[config.mk]
export PLATFORM = sky130hd
export DESIGN_NAME = i2c_bus_arbiter
export DESIGN_NICKNAME = d
export VERILOG_FILES = /design/src/rtl/i2c_bus_arbiter.sv
export SDC_FILE = /design/constraint.sdc
export NUM_CORES = 1
export LEC_CHECK = 0
export BUFFER_PORTS_ARGS = -buffer_cell sky130_fd_sc_hd__buf_2
export CAP_MARGIN = 15
export CORE_MARGIN = 3
export CORE_UTILIZATION = 45
export CTS_CLUSTER_DIAMETER = 200
export DETAILED_ROUTE_END_ITERATION = 12
export GPL_TIMING_DRIVEN = 0
export PLACE_DENSITY = 0.82
export SLEW_MARGIN = 20
export SYNTH_ARGS = -nofsm -noshare
export SYNTH_HDL_FRONTEND = slang
export SYNTH_SLANG_ARGS = --single-unit
[constraint.sdc]
create_clock -name clk -period 1.49 [get_ports clk]
set_input_delay 0.2235 -clock clk [delete_from_list [all_inputs] [get_ports clk]]
set_output_delay 0.2235 -clock clk [all_outputs]
set_load 0.01 [all_outputs]
[src/rtl/i2c_bus_arbiter.sv]
// Round-robin arbiter sharing one I2C bus between NUM_REQ requesters, gated by START/STOP tracking and tBUF.
// Optional START watchdog on granted masters: define I2C_ARB_START_TIMEOUT_EN.
module i2c_bus_arbiter #(
    parameter int NUM_REQ              = 4,
    parameter int BUS_FREE_CYCLES      = 735,
    parameter int START_TIMEOUT_CYCLES = 1563
) (
    input  logic                       clk,
    input  logic                       rst,
    input  logic                       scl_f,
    input  logic                       sda_f,
    input  logic [NUM_REQ-1:0]         req,
    input  logic [NUM_REQ-1:0]         done,
    output logic [NUM_REQ-1:0]         grant,
    output logic [$clog2(NUM_REQ)-1:0] grant_id,
    output logic                       bus_busy,
    output logic                       start_det,
    output logic                       stop_det,
    output logic                       timeout
);

    localparam int IDW = $clog2(NUM_REQ);
    localparam int FCW = $clog2(BUS_FREE_CYCLES + 1);

    typedef enum logic [1:0] {IDLE, GRANTED, RELEASE} state_t;

    state_t             state_q, state_d;
    logic               scl_q, sda_q;
    logic               start_det_q, stop_det_q;
    logic               bus_busy_q, bus_busy_d;
    logic [FCW-1:0]     free_cnt_q, free_cnt_d;
    logic [NUM_REQ-1:0] grant_q, grant_d;
    logic [IDW-1:0]     grant_id_q, grant_id_d;

    logic               start, stop, bus_free;
    logic               pick_found;
    logic [IDW-1:0]     pick_id;
    int unsigned        idx;

    assign start    = scl_f & scl_q & sda_q & ~sda_f;
    assign stop     = scl_f & scl_q & ~sda_q & sda_f;
    assign bus_free = (free_cnt_q == FCW'(BUS_FREE_CYCLES)) & ~bus_busy_q;

    always_comb begin
        bus_busy_d = bus_busy_q;
        if (start)
            bus_busy_d = 1'b1;
        else if (stop)
            bus_busy_d = 1'b0;

        free_cnt_d = free_cnt_q;
        if (bus_busy_q || start)
            free_cnt_d = '0;
        else if (free_cnt_q != FCW'(BUS_FREE_CYCLES))
            free_cnt_d = free_cnt_q + 1'b1;
    end

    // Round-robin scan starting one past the last grantee.
    always_comb begin
        pick_found = 1'b0;
        pick_id    = grant_id_q;
        idx        = 0;
        for (int unsigned i = 1; i <= NUM_REQ; i++) begin
            idx = (32'(grant_id_q) + i) % NUM_REQ;
            if (!pick_found && req[IDW'(idx)]) begin
                pick_found = 1'b1;
                pick_id    = IDW'(idx);
            end
        end
    end

`ifdef I2C_ARB_START_TIMEOUT_EN
    localparam int TOW = $clog2(START_TIMEOUT_CYCLES + 1);
    logic [TOW-1:0] to_cnt_q, to_cnt_d;
    logic           started_q, started_d;
    logic           timeout_q, timeout_d;
    assign timeout = timeout_q;
`else
    assign timeout = 1'b0;
`endif

    always_comb begin
        state_d    = state_q;
        grant_d    = grant_q;
        grant_id_d = grant_id_q;
`ifdef I2C_ARB_START_TIMEOUT_EN
        to_cnt_d   = to_cnt_q;
        started_d  = started_q;
        timeout_d  = 1'b0;
`endif
        case (state_q)
            IDLE: begin
                if (bus_free && pick_found) begin
                    grant_d          = '0;
                    grant_d[pick_id] = 1'b1;
                    grant_id_d       = pick_id;
                    state_d          = GRANTED;
`ifdef I2C_ARB_START_TIMEOUT_EN
                    to_cnt_d         = '0;
                    started_d        = 1'b0;
`endif
                end
            end
            GRANTED: begin
`ifdef I2C_ARB_START_TIMEOUT_EN
                if (!started_q) begin
                    if (start) begin
                        started_d = 1'b1;
                        to_cnt_d  = '0;
                    end else begin
                        to_cnt_d  = to_cnt_q + 1'b1;
                    end
                end
`endif
                if (done[grant_id_q] || !req[grant_id_q]) begin
                    grant_d = '0;
                    state_d = RELEASE;
                end
`ifdef I2C_ARB_START_TIMEOUT_EN
                // Pointer is left on the revoked requester so the scan moves past it.
                else if (!started_q && !start &&
                         to_cnt_q == TOW'(START_TIMEOUT_CYCLES - 1)) begin
                    grant_d   = '0;
                    timeout_d = 1'b1;
                    state_d   = RELEASE;
                end
`endif
            end
            RELEASE: begin
                if (!bus_busy_q)
                    state_d = IDLE;
            end
            default: state_d = IDLE;
        endcase
    end

    always_ff @(posedge clk) begin
        if (rst) begin
            state_q     <= IDLE;
            scl_q       <= 1'b1;
            sda_q       <= 1'b1;
            start_det_q <= 1'b0;
            stop_det_q  <= 1'b0;
            bus_busy_q  <= 1'b0;
            free_cnt_q  <= '0;
            grant_q     <= '0;
            grant_id_q  <= IDW'(NUM_REQ - 1);
`ifdef I2C_ARB_START_TIMEOUT_EN
            to_cnt_q    <= '0;
            started_q   <= 1'b0;
            timeout_q   <= 1'b0;
`endif
        end else begin
            state_q     <= state_d;
            scl_q       <= scl_f;
            sda_q       <= sda_f;
            start_det_q <= start;
            stop_det_q  <= stop;
            bus_busy_q  <= bus_busy_d;
            free_cnt_q  <= free_cnt_d;
            grant_q     <= grant_d;
            grant_id_q  <= grant_id_d;
`ifdef I2C_ARB_START_TIMEOUT_EN
            to_cnt_q    <= to_cnt_d;
            started_q   <= started_d;
            timeout_q   <= timeout_d;
`endif
        end
    end

    assign grant     = grant_q;
    assign grant_id  = grant_id_q;
    assign bus_busy  = bus_busy_q;
    assign start_det = start_det_q;
    assign stop_det  = stop_det_q;

endmodule
### Word level (Yosys, flattened, before mapping)

Cells that the tools add are included.

* flip-flop bits (word level): 23
* input port bits: 12
* logic and storage cells: 86

* reduce and logical (&&, ||, !) cells: 18
* order comparisons: 7
* mux-type cells: 31
* equal/unequal tests: 7
* bitwise gates (word level): 9
* $add $sub $neg: 5

Operator list (count)
* $lt 2x3->1 const B: 6
* $mux 2: 7
* $mux 1: 13
* $bmux 1 s2: 6
* $add 10x1->10 const B: 1
* $eq 10x10->1 const B: 1
* $ne 10x10->1 const B: 1
* $mux 4: 2
* $pmux 4 s2: 1
* $and 1x1->1: 6
* $ne 2x2->1 const B: 3
* $pmux 2 s3: 1
* $reduce_and 3->1: 2
* $logic_and 1x1->1: 5
* $add 2x1->2 const B: 2
* $add 2x2->2 const B: 2
* $logic_not 1->1: 4
* $reduce_bool 2->1: 2
* $not 1->1: 3
* $demux 1 s2: 1
* $eq 2x1->1 const B: 1
* $eq 2x2->1 const B: 1
* $ge 2x1->1 const B: 1
* $logic_not 2->1: 1
* 3 further kinds: 4

### Longest topological paths before layout

* depth after elaboration: 19
* depth in mapped cells: 5

### Least setup slack after synthesis

Ideal clock, no wire load.

* path kind: reg2reg
* start point: register free_cnt_q[0]
* end point: register grant_id_q[0], in the netlist grant_id[0]
* cell stages (with the launch flop): 6
* required time: 1368 ps
* path buffers: 0
* arrival: 1506 ps
* library setup time: 122 ps
* path slack: -138 ps
* cell sequence: dfxtp_1 -> ha_1 -> nand4_2 -> nor3_4 -> a21boi_1 -> a311o_1

* longest elaborated chain between the ends: 4

Ends and longest elaborated chain
* start: declaration: line 31 `logic [FCW-1:0] free_cnt_q, free_cnt_d;`
* start signal: assignment: line 160 `free_cnt_q <= free_cnt_d;`
* $eq 10x10->1: line 42 `assign bus_free = (free_cnt_q == FCW'(BUS_FREE_CYCLES)) & ~bus_busy_q;`
* $and 1x1->1: line 42
* $logic_and 1x1->1: line 93 `if (bus_free && pick_found) begin`
* $reduce_and 2->1 (no line)
* end signal: assignment: line 147 `grant_id_q <= IDW'(NUM_REQ - 1);`
* end signal: assignment: line 162 `grant_id_q <= grant_id_d;`
* end: declaration: line 33 `logic [IDW-1:0] grant_id_q, grant_id_d;`

No other way between the ends.
A chain may end at the register's enable or synchronous reset.

### Worst setup path in the final report

* start point: register grant_id_q[1], in the netlist grant_id[1]
* end point: register grant_q[2], in the netlist grant[2]

* longest elaborated chain between the ends: 19
* elaborated cells on any way between the ends: 43

Ends and longest elaborated chain
* $add 2x1->2: line 64 `idx = (32'(grant_id_q) + i) % NUM_REQ;`
* $bmux 1 s2: line 65 `if (!pick_found && req[IDW'(idx)]) begin`
* $mux 1 (implied by the code): line 65
* $mux 1: line 65
* $logic_not 1->1: line 65
* $logic_and 1x1->1: line 65
* $mux 1: line 65
* $logic_not 1->1: line 65
* [3 not listed]
* $logic_and 1x1->1: line 65
* $mux 2: line 65
* $lt 2x3->1 (implied by the code) or $ge 2x1->1 (tied branches): line 95 `grant_d[pick_id] = 1'b1;`
* $logic_and 1x1->1 (implied by the code): line 95
* $mux 1 (implied by the code): line 95
* $demux 1 s2: line 95
* $mux 4: line 93
* $pmux 4 s2: line 91 `case (state_q)`
* end signal: assignment: line 161 `grant_q <= grant_d;`
* end: declaration: line 32 `logic [NUM_REQ-1:0] grant_q, grant_d;`

Parallel ways exist; a longest one is shown, timed or not. The select of a mux whose other input is x is not followed.

==> run metrics <==
status complete, but fails checks; failing checks setup timing; IO Count 22; area growth from synthesis to layout 35.2%; CP arrival 1.77 ns; pwr/cell area 694 nW/um^2; MaxCap Viol Count 0; die height 56.4 um; CTS buffer count 3; Final Util 67.2%; H-tree depth 1; unrepaired setup endpoints after global routing yes; Post-synth EDFFs 0; Yosys cell types 44; clock power share 27.4%; CTS clk-pin slew, worst paths 0.13 ns; initial antenna violation count 0; synth warn 0; initial DRC count 46; CP max FO 8; number of port buffers 20; Setup crit end kind flip-flop; Worst Path Class, Setup flip-flop to flip-flop; final hold violations 0; Fin Clk Skew 0.00746 ns; synthesis-stage register bit count 23; Layout Nets 179; Synth area leader dfxtp_1; count of pins over their slew limit 0; Worst VDD drop 629 uV; CP Buf/Inv Count 1; largest delay contributor family on the critical path simple AND/OR/NAND/NOR gates; Seq/Total Area, Yosys 40.4%; Area contributors post-synth dfxtp_1 (40%), nand2b_1 (4.9%), nor2_1 (4.6%), a21oi_1 (3.9%), o32ai_1 (3.1%); initial core utilization 49.7%; first-pass GRT wire length 4.40 mm; Congestion Overflow GR 0; cells after synthesis 126; die width 56.4 um; post-synth net total 139; Pleak 0.629 nW; PnR worst setup slack -0.0662 ns; worst-skew pair later-pin latency 0.32 ns; FP Rows 17; Int Pwr 0.000796 W; period utilization 104%; share of cells above drive strength 1 40.6%; final setup fails 5; Vias/cell 5.74; Sw Share 25.7%; async set or reset register ratio after synthesis 0%; HPWL Detailed 1.80 mm; DR vias 1108; crit-path cells buf_6, nor4bb_1, or4_4, o2bb2ai_4, o32ai_1; Avg Cell Area, Syn 9.06 um^2; Reg power frac 59.8%; Tmin final 1.56 ns; Synth Area in Adders 1.10%; drt first pass iters 4; Worst path max stage delay 0.52 ns; Core ar. 2300 um^2; clk buf depth 2; vias in the first global route 1053; Req. time, crit path 1.70 ns; Combinational Power Share 12.8%; upper clock frequency limit 0.643 GHz; NetSw 0.000275 W; Synth Area in XOR/XNOR 3.84%; WL final 2.73 mm; commonest non-fill, non-tap cell in the layout buf_2; Worst Hold Slack 0.114 ns; largest net degree at the start of global routing 13; DRC viols 0; most frequent cells in the layout buf_2 (20), buf_4 (17), dfxtp_1 (15); Routed WL per cell 14.1 um; DIE AREA 3180 um^2; All-Layer GR Usage 16.7%; Post-synth top flop dfxtp_1; TritonCTS clock tree yes; CP max-delay cell or4_4; Final TNS setup -0.237 ns; top-area cell type share of the netlist area 40.4%; GP Congestion 0.817; Antenna Nets Post-Route 0; Sink Count 23; Simple-Gate Fraction of Synth Area 30.3%; Synth Area in Compound Gates 20.8%; Startpoint Class flip-flop; largest family of logic cells by synthesized area simple AND/OR/NAND/NOR gates; Clk Tree Root Cell clkbuf_4; mux cell area share after synthesis 0%; synthesized area 1140 um^2; Hold Crit Class input pin to flip-flop; diodes inserted 0
==> power by group through the flow <==
stage	clock, W	sequential [W]	combinational [W]
after floorplan	0	0.000659	0.0000706
after detailed placement	0	0.000660	0.000111
final	0.000294	0.000641	0.000137
after CTS	0.000296	0.000641	0.000130
after global routing	0.000317	0.000643	0.000152
after global placement	0	0.000660	0.000105
==> what timing repair did <==
item	in CTS	in global routing
setup endpoints to repair	9	13
pin swaps	11	7
resized for setup	7	11
buffers inserted	14	3
hold buffers	0	0
==> final timing paths <==
check         startpoint       end  slack, ns  cells after the start
min reg2reg        sda_q  stop_det       0.47                      1
min                scl_f     scl_q       0.11                      2
max          grant_id[1]  grant[2]      -0.07                      5
max reg2reg  grant_id[1]  grant[2]      -0.07                      5
==> synth_stat cells (3+ instances only) <==
cell / n
dfxtp_1: 23
or3_1: 3
nor3_1: 3
nor2_1: 14
inv_1: 4
a21oi_1: 9
o21ai_0: 3
o32ai_1: 4
nand2_1: 7
xnor2_1: 3
nand2b_1: 9
==> layout make-up <==
class	count	area (um^2)
multi-input combinational	95	746
fill	183	754
inverter	4	15.0
tap	28	35.0
buffer	3	22.5
clock buffer	4	26.3
timing repair buffer	36	220
sequential	23	478
==> cells by family (layout without fill, tap and decap cells) <==
family	after synthesis	in the layout
adders and majority gates	1	1
buffers and inverters	8	47
xor gates and xnor gates	5	5
AOI/OAI and AO/OA	31	31
DFF	23	23
and+or+nand+nor	57	57
other	1	1
==> metrics by stage <==
stage                     instance area (um^2)  setup slack (ns)  std cells  total power, W
final                                     1540           -0.0662        193         0.00107
after global routing                      1540            -0.171        193         0.00111
after CTS                                 1490           -0.0468        192         0.00107
after detailed placement                  1320            -0.134        174        0.000771
after global placement                    1320            -0.115        174        0.000765
after floorplan                           1180           0.00841        126        0.000730
==> flip-flops by register name, indices dropped and copies added (netlist names) <==
signal / cells
sda_q: 1
state_q: 2
stop_det: 1
scl_q: 1
free_cnt_q: 10
grant_id: 2
grant: 4
start_det: 1
bus_busy: 1
==> routing by layer <==
metal / track usage, % / part of all wire (%) / up-vias
li1: - / - / 545
met1: 20.5 / 45 / 527
met2: 30.2 / 48 / 32
met3: 3.45 / 4.9 / 4
met4: 3.05 / 1.4 / 0
met5: 0 / 0 / -
No activity file was read; power rests on OpenSTA's default activity.
